$ cat config.mk
export PLATFORM = sky130hd
export DESIGN_NAME = tia_hmove_sequencer
export DESIGN_NICKNAME = d
export VERILOG_FILES = /design/src/rtl/tia_motion_pkg.sv /design/src/rtl/tia_motion_latch.sv /design/src/rtl/tia_hmove_sequencer.sv
export SDC_FILE = /design/constraint.sdc
export NUM_CORES = 1
export LEC_CHECK = 0
export CAP_MARGIN = 20
export CORE_ASPECT_RATIO = 1.75
export CORE_MARGIN = 2
export CORE_UTILIZATION = 61
export DETAILED_ROUTE_END_ITERATION = 10
export PLACE_DENSITY = 0.89
export SKIP_CTS_REPAIR_TIMING = 1
export SYNTH_ARGS = -nofsm -noshare
export SYNTH_HDL_FRONTEND = slang
export SYNTH_SLANG_ARGS = --single-unit
$ cat constraint.sdc
create_clock -name clk -period 5.95 [get_ports clk]
set_clock_uncertainty 0.1 [all_clocks]
set_input_delay 1.19 -clock clk [delete_from_list [all_inputs] [get_ports clk]]
set_output_delay 1.19 -clock clk [all_outputs]
set_load 0.03 [all_outputs]
$ cat src/rtl/tia_motion_pkg.sv
// Shared constants and types for the TIA HMOVE extra-clock sequencer.
package tia_motion_pkg;

  localparam int unsigned STEP_PERIOD_DFLT = 4;
  localparam int unsigned NUM_STEPS_DFLT   = 16;
  localparam int unsigned HMBL_LEN_DFLT    = 8;

  localparam int unsigned HM_W    = 4;
  localparam int unsigned NUM_OBJ = 5;

  localparam int unsigned OBJ_P0 = 0;
  localparam int unsigned OBJ_P1 = 1;
  localparam int unsigned OBJ_M0 = 2;
  localparam int unsigned OBJ_M1 = 3;
  localparam int unsigned OBJ_BL = 4;

  // Flipping the sign bit maps two's complement -8..+7 onto 0..15.
  localparam logic [HM_W-1:0] HM_BIAS = {1'b1, {(HM_W-1){1'b0}}};

  typedef enum logic {
    IDLE,
    RUN
  } state_e;

endpackage

$ cat src/rtl/tia_motion_latch.sv
// One object's motion register, enable latch and step compare.
module tia_motion_latch
  import tia_motion_pkg::*;
(
  input  logic            clk,
  input  logic            reset_bar,
  input  logic [HM_W-1:0] d,
  input  logic            we,
  input  logic            clr,
  input  logic            start,
  input  logic            step_strobe,
  input  logic [HM_W-1:0] step_idx,
  output logic            ec
);

  logic [HM_W-1:0] hm;
  logic [HM_W-1:0] hm_d;
  logic [HM_W-1:0] c_live;
  logic            en;
  logic            en_eff;
  logic            hit;

  // The compare looks ahead at the register value being written this edge,
  // so a write is seen by any step whose pulse lands in the following cycle.
  always_comb begin
    hm_d   = hm;
    if (clr) begin
      hm_d = '0;
    end else if (we) begin
      hm_d = d;
    end
    c_live = hm_d ^ HM_BIAS;
    en_eff = start | en;
    hit    = step_strobe & en_eff & (step_idx < c_live);
  end

  always_ff @(posedge clk or negedge reset_bar) begin
    if (!reset_bar) begin
      hm <= '0;
      en <= 1'b0;
      ec <= 1'b0;
    end else begin
      hm <= hm_d;
      en <= step_strobe ? hit : en_eff;
      ec <= hit;
    end
  end

endmodule

$ cat src/rtl/tia_hmove_sequencer.sv
// HMOVE sequencer: step/phase FSM, HMOVE blank extension and five motion latches.
module tia_hmove_sequencer
  import tia_motion_pkg::*;
#(
  parameter int unsigned STEP_PERIOD = STEP_PERIOD_DFLT,
  parameter int unsigned NUM_STEPS   = NUM_STEPS_DFLT,
  parameter int unsigned HMBL_LEN    = HMBL_LEN_DFLT
) (
  input  logic            clk,
  input  logic            reset_bar,
  input  logic [HM_W-1:0] d,
  input  logic            p0hm,
  input  logic            p1hm,
  input  logic            m0hm,
  input  logic            m1hm,
  input  logic            blhm,
  input  logic            hmclr,
  input  logic            hmove,
  output logic            p0ec,
  output logic            p1ec,
  output logic            m0ec,
  output logic            m1ec,
  output logic            blec,
  output logic            hmbl,
  output logic            busy
);

  localparam int unsigned PHASE_W = (STEP_PERIOD > 1) ? $clog2(STEP_PERIOD) : 1;
  localparam int unsigned STEP_W  = HM_W;
  localparam int unsigned HMBL_W  = $clog2(HMBL_LEN + 1);

  localparam logic [PHASE_W-1:0] PHASE_LAST = PHASE_W'(STEP_PERIOD - 1);
  localparam logic [STEP_W-1:0]  STEP_LAST  = STEP_W'(NUM_STEPS - 1);

  state_e              state;
  state_e              state_d;
  logic [PHASE_W-1:0]  phase;
  logic [PHASE_W-1:0]  phase_d;
  logic [STEP_W-1:0]   step;
  logic [STEP_W-1:0]   step_d;
  logic [HMBL_W-1:0]   hmbl_cnt;
  logic [HMBL_W-1:0]   hmbl_cnt_d;
  logic                step_strobe_c;
  logic [NUM_OBJ-1:0]  we_vec;
  logic [NUM_OBJ-1:0]  ec_vec;

  // Next-state: hmove always (re)starts; otherwise walk phase then step.
  always_comb begin
    state_d = state;
    phase_d = phase;
    step_d  = step;
    if (hmove) begin
      state_d = RUN;
      phase_d = '0;
      step_d  = '0;
    end else if (state == RUN) begin
      if (phase == PHASE_LAST) begin
        phase_d = '0;
        if (step == STEP_LAST) begin
          state_d = IDLE;
          step_d  = '0;
        end else begin
          step_d = step + STEP_W'(1);
        end
      end else begin
        phase_d = phase + PHASE_W'(1);
      end
    end
    hmbl_cnt_d = hmbl_cnt;
    if (hmove) begin
      hmbl_cnt_d = HMBL_W'(HMBL_LEN);
    end else if (hmbl_cnt != '0) begin
      hmbl_cnt_d = hmbl_cnt - HMBL_W'(1);
    end
    step_strobe_c = (state_d == RUN) && (phase_d == '0);
  end

  always_ff @(posedge clk or negedge reset_bar) begin
    if (!reset_bar) begin
      state    <= IDLE;
      phase    <= '0;
      step     <= '0;
      hmbl_cnt <= '0;
      busy     <= 1'b0;
      hmbl     <= 1'b0;
    end else begin
      state    <= state_d;
      phase    <= phase_d;
      step     <= step_d;
      hmbl_cnt <= hmbl_cnt_d;
      busy     <= (state_d == RUN);
      hmbl     <= (hmbl_cnt_d != '0);
    end
  end

  always_comb begin
    we_vec         = '0;
    we_vec[OBJ_P0] = p0hm;
    we_vec[OBJ_P1] = p1hm;
    we_vec[OBJ_M0] = m0hm;
    we_vec[OBJ_M1] = m1hm;
    we_vec[OBJ_BL] = blhm;
  end

  for (genvar g = 0; g < NUM_OBJ; g++) begin : g_obj
    tia_motion_latch u_latch (
      .clk         (clk),
      .reset_bar   (reset_bar),
      .d           (d),
      .we          (we_vec[g]),
      .clr         (hmclr),
      .start       (hmove),
      .step_strobe (step_strobe_c),
      .step_idx    (step_d),
      .ec          (ec_vec[g])
    );
  end

  assign p0ec = ec_vec[OBJ_P0];
  assign p1ec = ec_vec[OBJ_P1];
  assign m0ec = ec_vec[OBJ_M0];
  assign m1ec = ec_vec[OBJ_M1];
  assign blec = ec_vec[OBJ_BL];

endmodule

# --- After elaboration in Yosys (flattened, before gate mapping) ---
# Cells that the tools add are included.
word_totals:
  mem_count: 0
  latchBits: 0
  word_cells: 82
  rom_bits: 0
  ram_bits: 0
  reg_bits: 42
op_classes:
  add_sub_neg: 3
  bitwise: 20
  muxes: 28
  shift: 0
  magnitude_cmp: 5
  mul: 0
  div_mod_pow: 0
  reduce_logical: 4
  eq_ne: 2
ops:
  columns: ["cell", "n"]
  rows:
  - ["two-way mux 4 bit", 16]
  - ["less-than comparator 4 bit", 5]
  - ["bitwise AND 1 bit", 10]
  - ["two-way mux 1 bit", 9]
  - ["nonzero test 4 bit", 2]
  - ["two-way mux 2 bit", 3]
  - ["inverter 1 bit", 5]
  - ["bitwise OR 1 bit", 5]
  - ["adder 4 x 1 -> 4 bit, second input constant", 1]
  - ["== test 4 bit, second input constant", 1]
  - ["subtractor 4 x 1 -> 4 bit, second input constant", 1]
  - ["adder 2 x 1 -> 2 bit, second input constant", 1]
  - ["== test 2 bit, second input constant", 1]
  - ["zero test 2 bit", 1]
  - ["logical AND 1 bit", 1]

# --- Depth between registers and ports, before layout ---
logic_depth:
  depth_word: 9
  mapped_depth: 9
  mapped_depth_nobuf: 9

# --- Modules after synthesis ---
# A second synthesis with hierarchy kept.
hier_totals:
  hier_cells: 195
  area_unflattened_um2: 2277.2
by_module_without_submodules:
  columns: ["mod", "seq_area_each_um2", "cells_each", "n_inst", "area_each_um2"]
  rows:
  - ["tia_motion_latch", 150.1, 27, 5, 331.6]
  - ["tia_hmove_sequencer", 300.3, 60, 1, 619.3]

# --- Worst setup path before layout ---
# No wires, ideal clock.
synth_path:
  kind: "input to register"
  from: "input hmove"
  to: "register g_obj[0].u_latch.ec"
  path_stages: 7
  setup_ps: 86
  setup_slack_ps: 3077
  t_arrival_ps: 2687
  t_required_ps: 5764
  n_path_buf: 2
  cell_sequence: "buf_2 -> clkbuf_1 -> a21oi_1 -> ha_1 -> a211oi_1 -> a32oi_1 -> nor3_1"
synth_via:
  elab_cells_between_ends: 9
  classes_between: "order compare (1); mux (3); bitwise (3); reduce/logical (2)"
synth_rtl:
  columns: ["element", "line", "source"]
  rows:
  - ["start, declared", "tia_hmove_sequencer.sv:18", "input logic hmove,"]
  - ["two-way mux 4 bit", "tia_hmove_sequencer.sv:52", "if (hmove) begin"]
  - ["net g_obj[0].u_latch.step_idx[3]", "tia_motion_latch.sv:12", "input logic [HM_W-1:0] step_idx,"]
  - ["less-than comparator 4 bit", "tia_motion_latch.sv:34", "hit = step_strobe & en_eff & (step_idx < c_live);"]
  - ["bitwise AND 1 bit", "tia_motion_latch.sv:34", null]
  - ["net g_obj[0].u_latch.hit", "tia_motion_latch.sv:21", "logic hit;"]
  - ["end signal, assigned", "tia_motion_latch.sv:45", "ec <= hit;"]
  - ["end, declared", "tia_motion_latch.sv:13", "output logic ec"]
# The timed path passes the listed nets, and every way through them passes these cells.

# --- Worst setup path after layout ---
layout_path:
  from: "input hmove"
  to: "register g_obj[1].u_latch.en"
layout_via:
  elab_cells_between_ends: 10
  classes_between: "order compare (1); mux (4); bitwise (3); reduce/logical (2)"
layout_rtl:
  columns: ["element", "line", "source"]
  rows:
  - ["two-way mux 4 bit", "tia_hmove_sequencer.sv:52", null]
  - ["net g_obj[0].u_latch.step_idx[1]", "tia_motion_latch.sv:12", null]
  - ["less-than comparator 4 bit", "tia_motion_latch.sv:34", null]
  - ["bitwise AND 1 bit", "tia_motion_latch.sv:34", null]
  - ["two-way mux 1 bit", "tia_motion_latch.sv:44", "en <= step_strobe ? hit : en_eff;"]
  - ["end signal, assigned", "tia_motion_latch.sv:44", null]
  - ["end, declared", "tia_motion_latch.sv:19", "logic en;"]
# The timed path passes the listed nets, and every way through them passes these cells.

==> results.yml <==
status:
  status: "finished, final reports clean"
finish:
  multiInputGateArea_um2: 970
  drive_gt1_share_pct: 8.64
  layout.nets: 250
  area.sequential_um2: 1050
  fillers: 257
  syn_to_final_growth_pct: 13.7
  antenna_cells: 0
clocking:
  cts_tree: "built"
  clock-sinks: 42
  cts-root-buf: "clkbuf_8"
  cts_max_level: 2
  clkLatencyLatePin_ns: 0.29
  clk_pin_slew_ns: 0.07
  cts_made_buffers: 5
  clock_path_buffers: 2
hold_path:
  hold_class: "reg -> reg"
  min_from: "g_obj[4].u_latch.en"
  holdPathStages: 2
  min_to: "g_obj[4].u_latch.en"
floorplan:
  io_pins: 20
  rows: 28
  fp.dieH_um: 82.3
  start_util_pct: 63.5
  die_area_um2: 4010
  die_w_um: 48.7
  core-area_um2: 3360
timing:
  finalWorstPathRequiredPeriod_ns: 3.42
  relSlewSlack_pct: 40.2
  fin_tns_setup_ns: 0
  maxClockFrequency_ghz: 0.292
  fin_ws_ns: 2.53
  timing.final.hold_violations: 0
  maxSlewViolCount: 0
  finalCritPeriodShare_pct: 57.5
  setup_viol: 0
  tightest_slew_ns: 0.897
  rsz0062_at_grt: "false"
logic_synthesis:
  yosysWarnings: 0
  synth_cells: 203
  ys_seq_elements: 42
  synth_area_leaders: "dfrtp_1 (49%), ha_1 (11%), mux2i_1 (10%)"
  synth_nets: 234
  ys.flop_type: "dfrtp_1"
  synthArstFlopShare_pct: 100
  synth_cell_type_count: 29
  yosysSeqAreaShare_pct: 49.2
  netlist_area_um2: 2140
  synth-edff-count: 0
  yosys.area.top_type: "dfrtp_1"
  synth_top_cell_area_share_pct: 49.2
  avgSynthCellArea_um2: 10.5
detailed_routing:
  drtPass1Iterations: 4
  post_drt_wl_per_cell_um: 15.3
  ant_nets: 0
  num_vias: 1502
  drt_iter0_drc: 44
  drt_wl_total_mm: 4.06
  vias_per_cell: 5.67
  drcViolationCount: 0
grt:
  grt_max_degree: 43
  grt_pass1_wl_mm: 6.76
  grt.total_usage_pct: 22.8
  gr-total-overflow: 0
  grt_pass1_vias: 1503
  antenna_found_initial: 0
setup_path:
  start_kind: "input pin"
  max_stage_delay_ns: 0.71
  reg2reg_slack_ns: 3.13
  worstReg2RegStart: "phase[0]"
  critPathCaptureType: "flip-flop"
  required_ns: 6.07
  critPathSlowestCell: "clkdlybuf4s50_1"
  r2r-end: "g_obj[0].u_latch.ec"
  reg2reg_depth: 8
  crit_path_max_fanout: 17
  critPathKind: "in -> reg"
  crit_chain: "clkdlybuf4s50_1 > a21oi_1 > ha_1 > o21a_1 > o21ai_0 > a32oi_1 > a21oi_1"
  crit_path_frequent_cell: "a21oi_1"
  arrival_ns: 3.54
pwr:
  power_density_nw_per_um2: 277
  p_leak_uw: 0.00119
  ir_worst_vdd_uv: 247
placed_design:
  dp_worst_setup_slack_ns: 2.20
  gp_congestion: 0.837
  hpwlAfterDp_mm: 3.02
  numPortBuffers: 19
run:
  timing.max_cap.violations: 0
==> area by class of cell <==
class	instances	share of cell area (%)
multi-input cells	131	39.9
clock buffers	7	3.55
inverters	20	3.09
repair buffers	19	7.62
flip-flops and latches	42	43.3
well taps	45	2.32
clock inverters	1	0.206
==> sequential cells by signal, summed over array words and instances (netlist names) <==
register and cells:
hmbl 1, g_obj.u_latch.en 5, g_obj.u_latch.ec 5, state 1, hmbl_cnt 4, g_obj.u_latch.hm 20, step 4, phase 2
==> Yosys cell counts (6+ instances only) <==
| cell type | n |
|---|---|
| inv_1 | 20 |
| nor2_1 | 21 |
| mux2i_1 | 22 |
| nor3_1 | 6 |
| ha_1 | 18 |
| or2_2 | 10 |
| dfrtp_1 | 42 |
| clkbuf_1 | 8 |
| o21ai_0 | 7 |
| a21oi_1 | 9 |
| a211oi_1 | 6 |
==> layer usage <==
| layer | vias up | share of wire [%] | global-route usage (%) |
|---|---|---|---|
| met2 | 32 | 51 | 40.7 |
| met5 | - | 0 | 0 |
| met1 | 722 | 41 | 25.8 |
| met3 | 18 | 2.6 | 4.14 |
| met4 | 0 | 5.2 | 12.9 |
| li1 | 730 | - | - |
==> worst max-delay path: cells and delay by family <==
| kind | cells | cell delay (ns) |
|---|---|---|
| fa+ha+maj | 1 | 0.35 |
| buf+inv | 1 | 0.71 |
| compound gates | 5 | 1.29 |
==> report_power, final <==
group          internal [uW]  leakage (uW)  switching, uW
combinational           69.0      0.000625           81.0
sequential               318      0.000519           17.5
clock                   93.6     0.0000482           94.7
==> through the flow <==
stage | util [%] | hold WS, ns | area [um2] | total power, uW | std cells
2_1_floorplan | - | 0.376 | 2140 | 440 | 203
3_3_place_gp | 69.5 | 0.391 | 2340 | 487 | 257
3_5_place_dp | 69.5 | 0.400 | 2340 | 493 | 257
4_1_cts | 72.2 | 0.417 | 2430 | 678 | 265
5_1_grt | 72.2 | 0.451 | 2430 | 706 | 265
6_report | 72.2 | 0.409 | 2430 | 674 | 265
==> kinds of logic (layout without fill, tap and decap cells) <==
group	Yosys count	count (layout)	synth area share [%]
AO/OA/AOI/OAI	36	36	11.2
XOR/XNOR	2	2	0.820
adder cells (fa/ha/maj)	18	18	10.5
buffers and inverters	30	47	5.39
flip-flops	42	42	49.2
multiplexers	22	22	10.3
AND/OR/NAND/NOR	53	53	12.5
==> how the worst max path moves through the flow <==
stage               startpoint  depth (start not counted)                   to
floorplan                hmove                          7  g_obj[0].u_latch.ec
detailed placement       hmove                          7  g_obj[2].u_latch.ec
global route             hmove                          7  g_obj[0].u_latch.ec
global placement         hmove                          7  g_obj[0].u_latch.ec
CTS                      hmove                          7  g_obj[2].u_latch.ec
finish                   hmove                          7  g_obj[1].u_latch.en
==> cells in the final DEF, fill, tap and decap left out, types with 2 or more instances in the layout <==
| cell type | netlist | final |
|---|---|---|
| inv_1 | 20 | 20 |
| mux2i_1 | 22 | 22 |
| a21oi_1 | 9 | 9 |
| clkbuf_8 | 0 | 6 |
| nand3_1 | 4 | 4 |
| or2_2 | 10 | 10 |
| nand2_1 | 4 | 4 |
| clkdlybuf4s50_1 | 0 | 18 |
| dfrtp_1 | 42 | 42 |
| a32oi_1 | 5 | 5 |
| ha_1 | 18 | 18 |
| o21ai_0 | 7 | 7 |
| nor3_1 | 6 | 6 |
| nor2_1 | 21 | 21 |
| or3_1 | 2 | 2 |
| a211oi_1 | 6 | 6 |
| o21a_1 | 5 | 5 |
No activity file was read; power rests on OpenSTA's default activity.
